### config.mk
export PLATFORM = sky130hd
export DESIGN_NAME = fir_output_requantizer
export DESIGN_NICKNAME = d
export VERILOG_FILES = /design/src/rtl/fir_pkg.sv /design/src/rtl/fir_req_fifo.sv /design/src/rtl/fir_output_requantizer.sv
export SDC_FILE = /design/constraint.sdc
export NUM_CORES = 1
export LEC_CHECK = 0
export BUFFER_PORTS_ARGS = -buffer_cell sky130_fd_sc_hd__buf_2
export CAP_MARGIN = 20
export CELL_PAD_IN_SITES_DETAIL_PLACEMENT = 2
export CELL_PAD_IN_SITES_GLOBAL_PLACEMENT = 2
export CORE_MARGIN = 4
export CORE_UTILIZATION = 32
export DETAILED_ROUTE_END_ITERATION = 7
export PLACE_DENSITY_LB_ADDON = 0.1
export SLEW_MARGIN = 20
export SYNTH_ARGS = -nofsm -noshare
export SYNTH_HDL_FRONTEND = slang
export SYNTH_SLANG_ARGS = --single-unit
### constraint.sdc
create_clock -name clk -period 2.36 [get_ports clk]
set_input_delay 0.472 -clock clk [delete_from_list [all_inputs] [get_ports clk]]
set_output_delay 0.472 -clock clk [all_outputs]
set_load 0.1 [all_outputs]
### src/rtl/fir_pkg.sv
// Shared types and constants for the FIR output path.
//   fir_acc_t : signed 32-bit filter accumulator sample (Q2.30)
//   fir_smp_t : signed 16-bit requantised sample (Q1.15)
//   fir_req_t : requantiser result (clip flag + sample)
package fir_pkg;

  typedef logic signed [31:0] fir_acc_t;
  typedef logic signed [15:0] fir_smp_t;

  localparam fir_smp_t FIR_SMP_MAX = 16'sh7FFF;
  localparam fir_smp_t FIR_SMP_MIN = 16'sh8000;

  localparam int FIR_SHIFT_DEFAULT = 15;

  typedef struct packed {
    logic     clip;
    fir_smp_t smp;
  } fir_req_t;

endpackage

### src/rtl/fir_req_fifo.sv
// Generic synchronous FIFO, DEPTH x WIDTH, with occupancy count.
// Ports:
//   clk, reset (async, active-low)
//   push, wdata      : write side; ignored when full
//   pop              : read side; ignored when empty
//   rdata            : head entry, forced to 0 when empty
//   count            : occupancy 0..DEPTH
// Storage is not reset; emptiness is tracked by count alone, so a reset
// discards the contents without clearing the array.
module fir_req_fifo #(
  parameter int WIDTH = 17,
  parameter int DEPTH = 4,
  localparam int AW = (DEPTH > 1) ? $clog2(DEPTH) : 1,
  localparam int CW = $clog2(DEPTH + 1)
) (
  input  logic             clk,
  input  logic             reset,
  input  logic             push,
  input  logic [WIDTH-1:0] wdata,
  input  logic             pop,
  output logic [WIDTH-1:0] rdata,
  output logic [CW-1:0]    count
);

  logic [WIDTH-1:0] mem [DEPTH];
  logic [AW-1:0]    wr_ptr;
  logic [AW-1:0]    rd_ptr;
  logic             do_push;
  logic             do_pop;
  logic             full;
  logic             empty;

  assign full    = (count == CW'(DEPTH));
  assign empty   = (count == '0);
  assign do_push = push && !full;
  assign do_pop  = pop && !empty;

  // DEPTH is a power of two, so pointer wrap is natural overflow.
  always_ff @(posedge clk or negedge reset) begin
    if (!reset) begin
      wr_ptr <= '0;
      rd_ptr <= '0;
      count  <= '0;
    end else begin
      if (do_push) wr_ptr <= wr_ptr + AW'(1);
      if (do_pop)  rd_ptr <= rd_ptr + AW'(1);
      case ({do_push, do_pop})
        2'b10:   count <= count + CW'(1);
        2'b01:   count <= count - CW'(1);
        default: count <= count;
      endcase
    end
  end

  always_ff @(posedge clk) begin
    if (do_push) mem[wr_ptr] <= wdata;
  end

  assign rdata = empty ? '0 : mem[rd_ptr];

endmodule

### src/rtl/fir_output_requantizer.sv
// Requantiser between fir_filter and a 16-bit consumer.
// Rounds (half toward +inf), shifts by SHIFT, saturates to signed 16 bits
// and buffers results in a DEPTH-entry FIFO with AXI-Stream on both sides.
// Ports:
//   clk, reset (async, active-low)
//   s_axis_req_* : 32-bit slave stream (tkeep ignored)
//   m_axis_req_* : 16-bit master stream (tkeep tied to 2'b11)
//   sat_event    : registered pulse, one cycle after a clipped accept
//   sat_count    : clipped-sample counter, saturating at 16'hFFFF
// Build option: define FIR_REQ_SAT_CNT_EN to build the sat_count counter;
// otherwise sat_count is tied to 0.
module fir_output_requantizer
  import fir_pkg::*;
#(
  parameter int SHIFT = FIR_SHIFT_DEFAULT,
  parameter int DEPTH = 4
) (
  input  logic        clk,
  input  logic        reset,
  input  logic [31:0] s_axis_req_tdata,
  input  logic        s_axis_req_tvalid,
  input  logic        s_axis_req_tlast,
  input  logic [3:0]  s_axis_req_tkeep,
  output logic        s_axis_req_tready,
  output logic [15:0] m_axis_req_tdata,
  output logic        m_axis_req_tvalid,
  output logic        m_axis_req_tlast,
  output logic [1:0]  m_axis_req_tkeep,
  input  logic        m_axis_req_tready,
  output logic        sat_event,
  output logic [15:0] sat_count
);

  localparam int CW = $clog2(DEPTH + 1);
  localparam logic signed [32:0] RND_BIAS = 33'sd1 <<< (SHIFT - 1);

  // Widen to 33 bits first so the rounding bias cannot overflow.
  function automatic fir_req_t round_sat(input fir_acc_t acc);
    logic signed [32:0] wide;
    fir_req_t           r;
    wide = 33'(acc);
    wide = wide + RND_BIAS;
    wide = wide >>> SHIFT;
    if (wide > 33'(FIR_SMP_MAX)) begin
      r.clip = 1'b1;
      r.smp  = FIR_SMP_MAX;
    end else if (wide < 33'(FIR_SMP_MIN)) begin
      r.clip = 1'b1;
      r.smp  = FIR_SMP_MIN;
    end else begin
      r.clip = 1'b0;
      r.smp  = wide[15:0];
    end
    return r;
  endfunction

  fir_req_t      req;
  logic          push;
  logic          pop;
  logic [16:0]   head;
  logic [CW-1:0] fifo_count;
  logic          unused_tkeep;

  assign unused_tkeep = ^s_axis_req_tkeep;

  assign req  = round_sat(s_axis_req_tdata);
  assign push = s_axis_req_tvalid && s_axis_req_tready;
  assign pop  = m_axis_req_tvalid && m_axis_req_tready;

  fir_req_fifo #(
    .WIDTH (17),
    .DEPTH (DEPTH)
  ) u_fifo (
    .clk   (clk),
    .reset (reset),
    .push  (push),
    .wdata ({s_axis_req_tlast, req.smp}),
    .pop   (pop),
    .rdata (head),
    .count (fifo_count)
  );

  // Ready is taken from the registered count only: a pop in the same
  // cycle does not make room for a push.
  assign s_axis_req_tready = (fifo_count != CW'(DEPTH));
  assign m_axis_req_tvalid = (fifo_count != '0);
  assign m_axis_req_tdata  = head[15:0];
  assign m_axis_req_tlast  = head[16];
  assign m_axis_req_tkeep  = 2'b11;

  always_ff @(posedge clk or negedge reset) begin
    if (!reset) sat_event <= 1'b0;
    else        sat_event <= push && req.clip;
  end

`ifdef FIR_REQ_SAT_CNT_EN
  always_ff @(posedge clk or negedge reset) begin
    if (!reset) begin
      sat_count <= '0;
    end else if (push && req.clip && (sat_count != 16'hFFFF)) begin
      sat_count <= sat_count + 16'd1;
    end
  end
`else
  assign sat_count = '0;
`endif

endmodule

==> flow_metrics.py <==
metrics = {
    "clock_tree": {
        "cts_num_sinks": 76,
        "clock_insertion_delay_worst_skew_ns": 0.32,
        "path_clk_slew_ns": 0.06,
        "clockRootBuffer": "clkbuf_16",
        "clock_tree.buffer_depth": 2,
        "cts_made_buffers": 9,
        "cts_tree": "built",
        "htree_levels": 3,
    },
    "drt": {
        "ant_nets": 0,
        "dr_wl_met3_um": 215,
        "drt_iter0_drc": 91,
        "totalWireLength_um": 9777,
        "dr.pass1.iters": 4,
        "highest_layer": "met4",
        "viasPerCell": 4.909,
        "met1_length_um": 4582,
        "vias": 2415,
        "dr_wl_met2_um": 4913,
        "wl_per_cell_um": 19.87,
        "drc": 0,
    },
    "run_status": {
        "status": "finished clean",
    },
    "logic_synthesis": {
        "ys.flop_type": "edfxtp_1",
        "synthArstFlopShare": 0.1053,
        "ys_seq_area_frac": 0.5779,
        "synth_edf_count": 68,
        "synth_area_mm2": 0.003880,
        "ys_warn_count": 0,
        "ys_types": 50,
        "syn_avg_cell_area_um2": 14.32,
        "ys_ff_latch": 76,
        "syn_inst": 271,
    },
    "die": {
        "initial_core_util": 0.3327,
        "num_rows": 39,
        "dieHeight_um": 118.1,
        "ios": 79,
        "core_mm2": 0.01166,
        "dieArea_mm2": 0.01395,
        "die_w_um": 118.1,
    },
    "pwr": {
        "p_total_mw": 7.497,
        "p_clk_frac": 0.208,
        "p_leak_nw": 1.853,
        "p_sw_frac": 0.4597,
        "p_per_area_mw_per_mm2": 1533,
        "internal_power_mw": 4.051,
        "irDropWorstVdd_mv": 0.5360,
        "pwr-share-comb": 0.536,
        "netSwitchingPower_mw": 3.446,
        "seqPwrFrac": 0.256,
    },
    "sta": {
        "skew_ns": 0.006544,
        "drv_slew": 0,
        "hold_viol_final": 0,
        "setup_viol": 0,
        "min_period_ns": 2.313,
        "relSlewSlack": 0.5699,
        "worst_pin_slew_ns": 0.6384,
        "fin_crit_sh": 0.9803,
        "rsz0062_at_grt": "yes",
        "fmax_mhz": 432.3,
    },
    "critical_path": {
        "end_kind": "primary output",
        "slowest_delay_ns": 0.51,
        "critPathArrivalTime_ns": 1.84,
        "crit_chain": "clkbuf_16 > mux4_2 > and2_2 > buf_8",
        "crit_cells": 4,
        "worstSetupPathType": "reg -> out",
        "crit_family": "multiplexers",
        "start_kind": "register",
        "critPathMaxFanout": 9,
        "cp_slowest_cell": "mux4_2",
        "critPathBufInv": 2,
        "critPathRequiredTime_ns": 1.89,
        "r2r_cells": 10,
    },
    "finish": {
        "ff_latch_area_mm2": 0.002243,
        "layout_common_cells": "68 x edfxtp_1, 33 x buf_4, 25 x buf_2, 18 x conb_1, 17 x mux4_2",
        "layout_commonest_cell": "edfxtp_1",
        "antenna-diode-count": 0,
        "fillCellCount": 1162,
        "final_util": 0.4194,
        "multi_input_area_mm2": 0.001510,
        "drive_gt1_frac": 0.3696,
        "area_delta_synth_final_pct": 26.06,
        "nets": 393,
    },
    "global_routing": {
        "grt_pass1_vias": 2739,
        "grt_usage": 0.1428,
        "grt_overflow_total": 0,
        "grt_pass1_wl_um": 15560,
        "antenna_found_initial": 0,
        "grt_max_degree": 19,
    },
    "worst_hold_path": {
        "whs_path_depth": 1,
        "hp-class": "in -> reg",
    },
    "job": {
        "cap_violations": 0,
    },
    "placed_design": {
        "io_buffers": 42,
        "dp_hpwl_um": 6756,
        "gp_congestion": 0.7527,
    },
}
## synth_stat cells (2+ instances only)
| cell | count | area [um^2] |
|---|---|---|
| nor2_1 | 11 | 41.29 |
| mux2i_1 | 2 | 20.02 |
| nand3_1 | 9 | 45.04 |
| conb_1 | 2 | 7.510 |
| nor4_1 | 2 | 12.51 |
| a21o_1 | 2 | 15.01 |
| xnor2_1 | 13 | 113.9 |
| and2_1 | 20 | 125.1 |
| nor4_4 | 2 | 42.54 |
| a2bb2oi_1 | 2 | 17.52 |
| or4_4 | 2 | 22.52 |
| xor2_1 | 7 | 61.31 |
| o21ai_0 | 8 | 40.04 |
| buf_4 | 18 | 135.1 |
| inv_1 | 9 | 33.78 |
| or3_1 | 2 | 12.51 |
| ha_1 | 6 | 75.07 |
| dfrtp_1 | 8 | 200.2 |
| o21ai_2 | 2 | 17.52 |
| buf_2 | 2 | 10.01 |
| nor3_1 | 5 | 25.02 |
| clkbuf_1 | 5 | 18.77 |
| a21oi_1 | 9 | 45.04 |
| mux4_2 | 17 | 382.9 |
| nand2_1 | 9 | 33.78 |
| and3_1 | 6 | 37.54 |
| edfxtp_1 | 68 | 2042 |
## final cells by class
cell class	instances	share of cell area
Sequential cell	76	0.4587
Multi-Input combinational cell	175	0.3088
Timing Repair Buffer	74	0.1200
Clock buffer	9	0.04605
Tap cell	143	0.03658
Clock inverter	6	0.02302
Inverter	9	0.006907
## worst paths after layout
check / from / endpoint / slack, ns
worst min-delay path: s_axis_req_tlast / u_fifo.mem[0][16] / 0.37
worst min register to register: u_fifo.count[0] / u_fifo.count[0] / 0.52
max in group asynchronous: reset / u_fifo.rd_ptr[0] / 1.62
worst max-delay path: u_fifo.rd_ptr[0] / m_axis_req_tdata[10] / 0.05
min in group asynchronous: reset / sat_event / 0.54
worst max register to register: u_fifo.count[0] / u_fifo.count[2] / 0.25
## sequential cells by signal, indices dropped and copies added, names as in the netlist
signal / count
u_fifo.mem: 68
u_fifo.count: 3
u_fifo.rd_ptr: 2
u_fifo.wr_ptr: 2
sat_event: 1
## metal layers
metal	GRT usage	up-vias
met3	0.01922	4
li1	-	1136
met1	0.1882	1226
met4	0.03956	0
met5	0	-
met2	0.2469	49
## through the flow
| step | cells | setup WS (ns) | TNS [ns] | hold WS [ns] | cell area, um^2 |
|---|---|---|---|---|---|
| 6_report | 492 | 0.04659 | 0 | 0.3661 | 4891 |
| 3_3_place_gp | 474 | -0.009774 | -0.03903 | 0.3321 | 4404 |
| 3_5_place_dp | 474 | -0.08270 | -0.4905 | 0.3327 | 4404 |
| 4_1_cts | 491 | 0.006954 | 0 | 0.3581 | 4805 |
| 2_1_floorplan | 287 | 0.06691 | 0 | 0.1764 | 3965 |
| 5_1_grt | 492 | -0.01881 | -0.04185 | 0.3623 | 4891 |
## power groups by stage
stage / Combinational [mW] / Clock [mW] / Sequential [mW]
finish: 4.02 / 1.56 / 1.92
floorplan: 3.01 / 0 / 1.92
global route: 4.22 / 1.65 / 1.95
CTS: 3.84 / 1.59 / 1.91
detailed placement: 3.66 / 0 / 1.94
global placement: 3.62 / 0 / 1.92
## worst reg2reg max path, delay by kind of cell, from the launching register on
kind	cells	cell delay (ns)
adder cells (fa/ha/maj)	2	0.56
AND/OR/NAND/NOR	3	0.44
flip-flops	1	0.41
XOR/XNOR	2	0.32
buffers and inverters	3	0.30
## cells by family after synthesis
family / Yosys count / share of synthesized area
flops: 76 / 0.5779
simple gates: 76 / 0.1254
buf+inv: 36 / 0.05482
compound gates: 34 / 0.06385
xor+xnor: 20 / 0.04515
mux: 19 / 0.1038
fa+ha+maj: 8 / 0.02709
other cells: 2 / 0.001936
## timing repair
item	CTS	global route
resized for setup	16	23
hold buffers	1	0
setup buffers	1	0
setup endpoints to repair	13	12
cloned	0	1
endpoints found under the hold margin	8	0
pin swaps	0	0
Note: power is estimated with default switching activity, not from simulation.
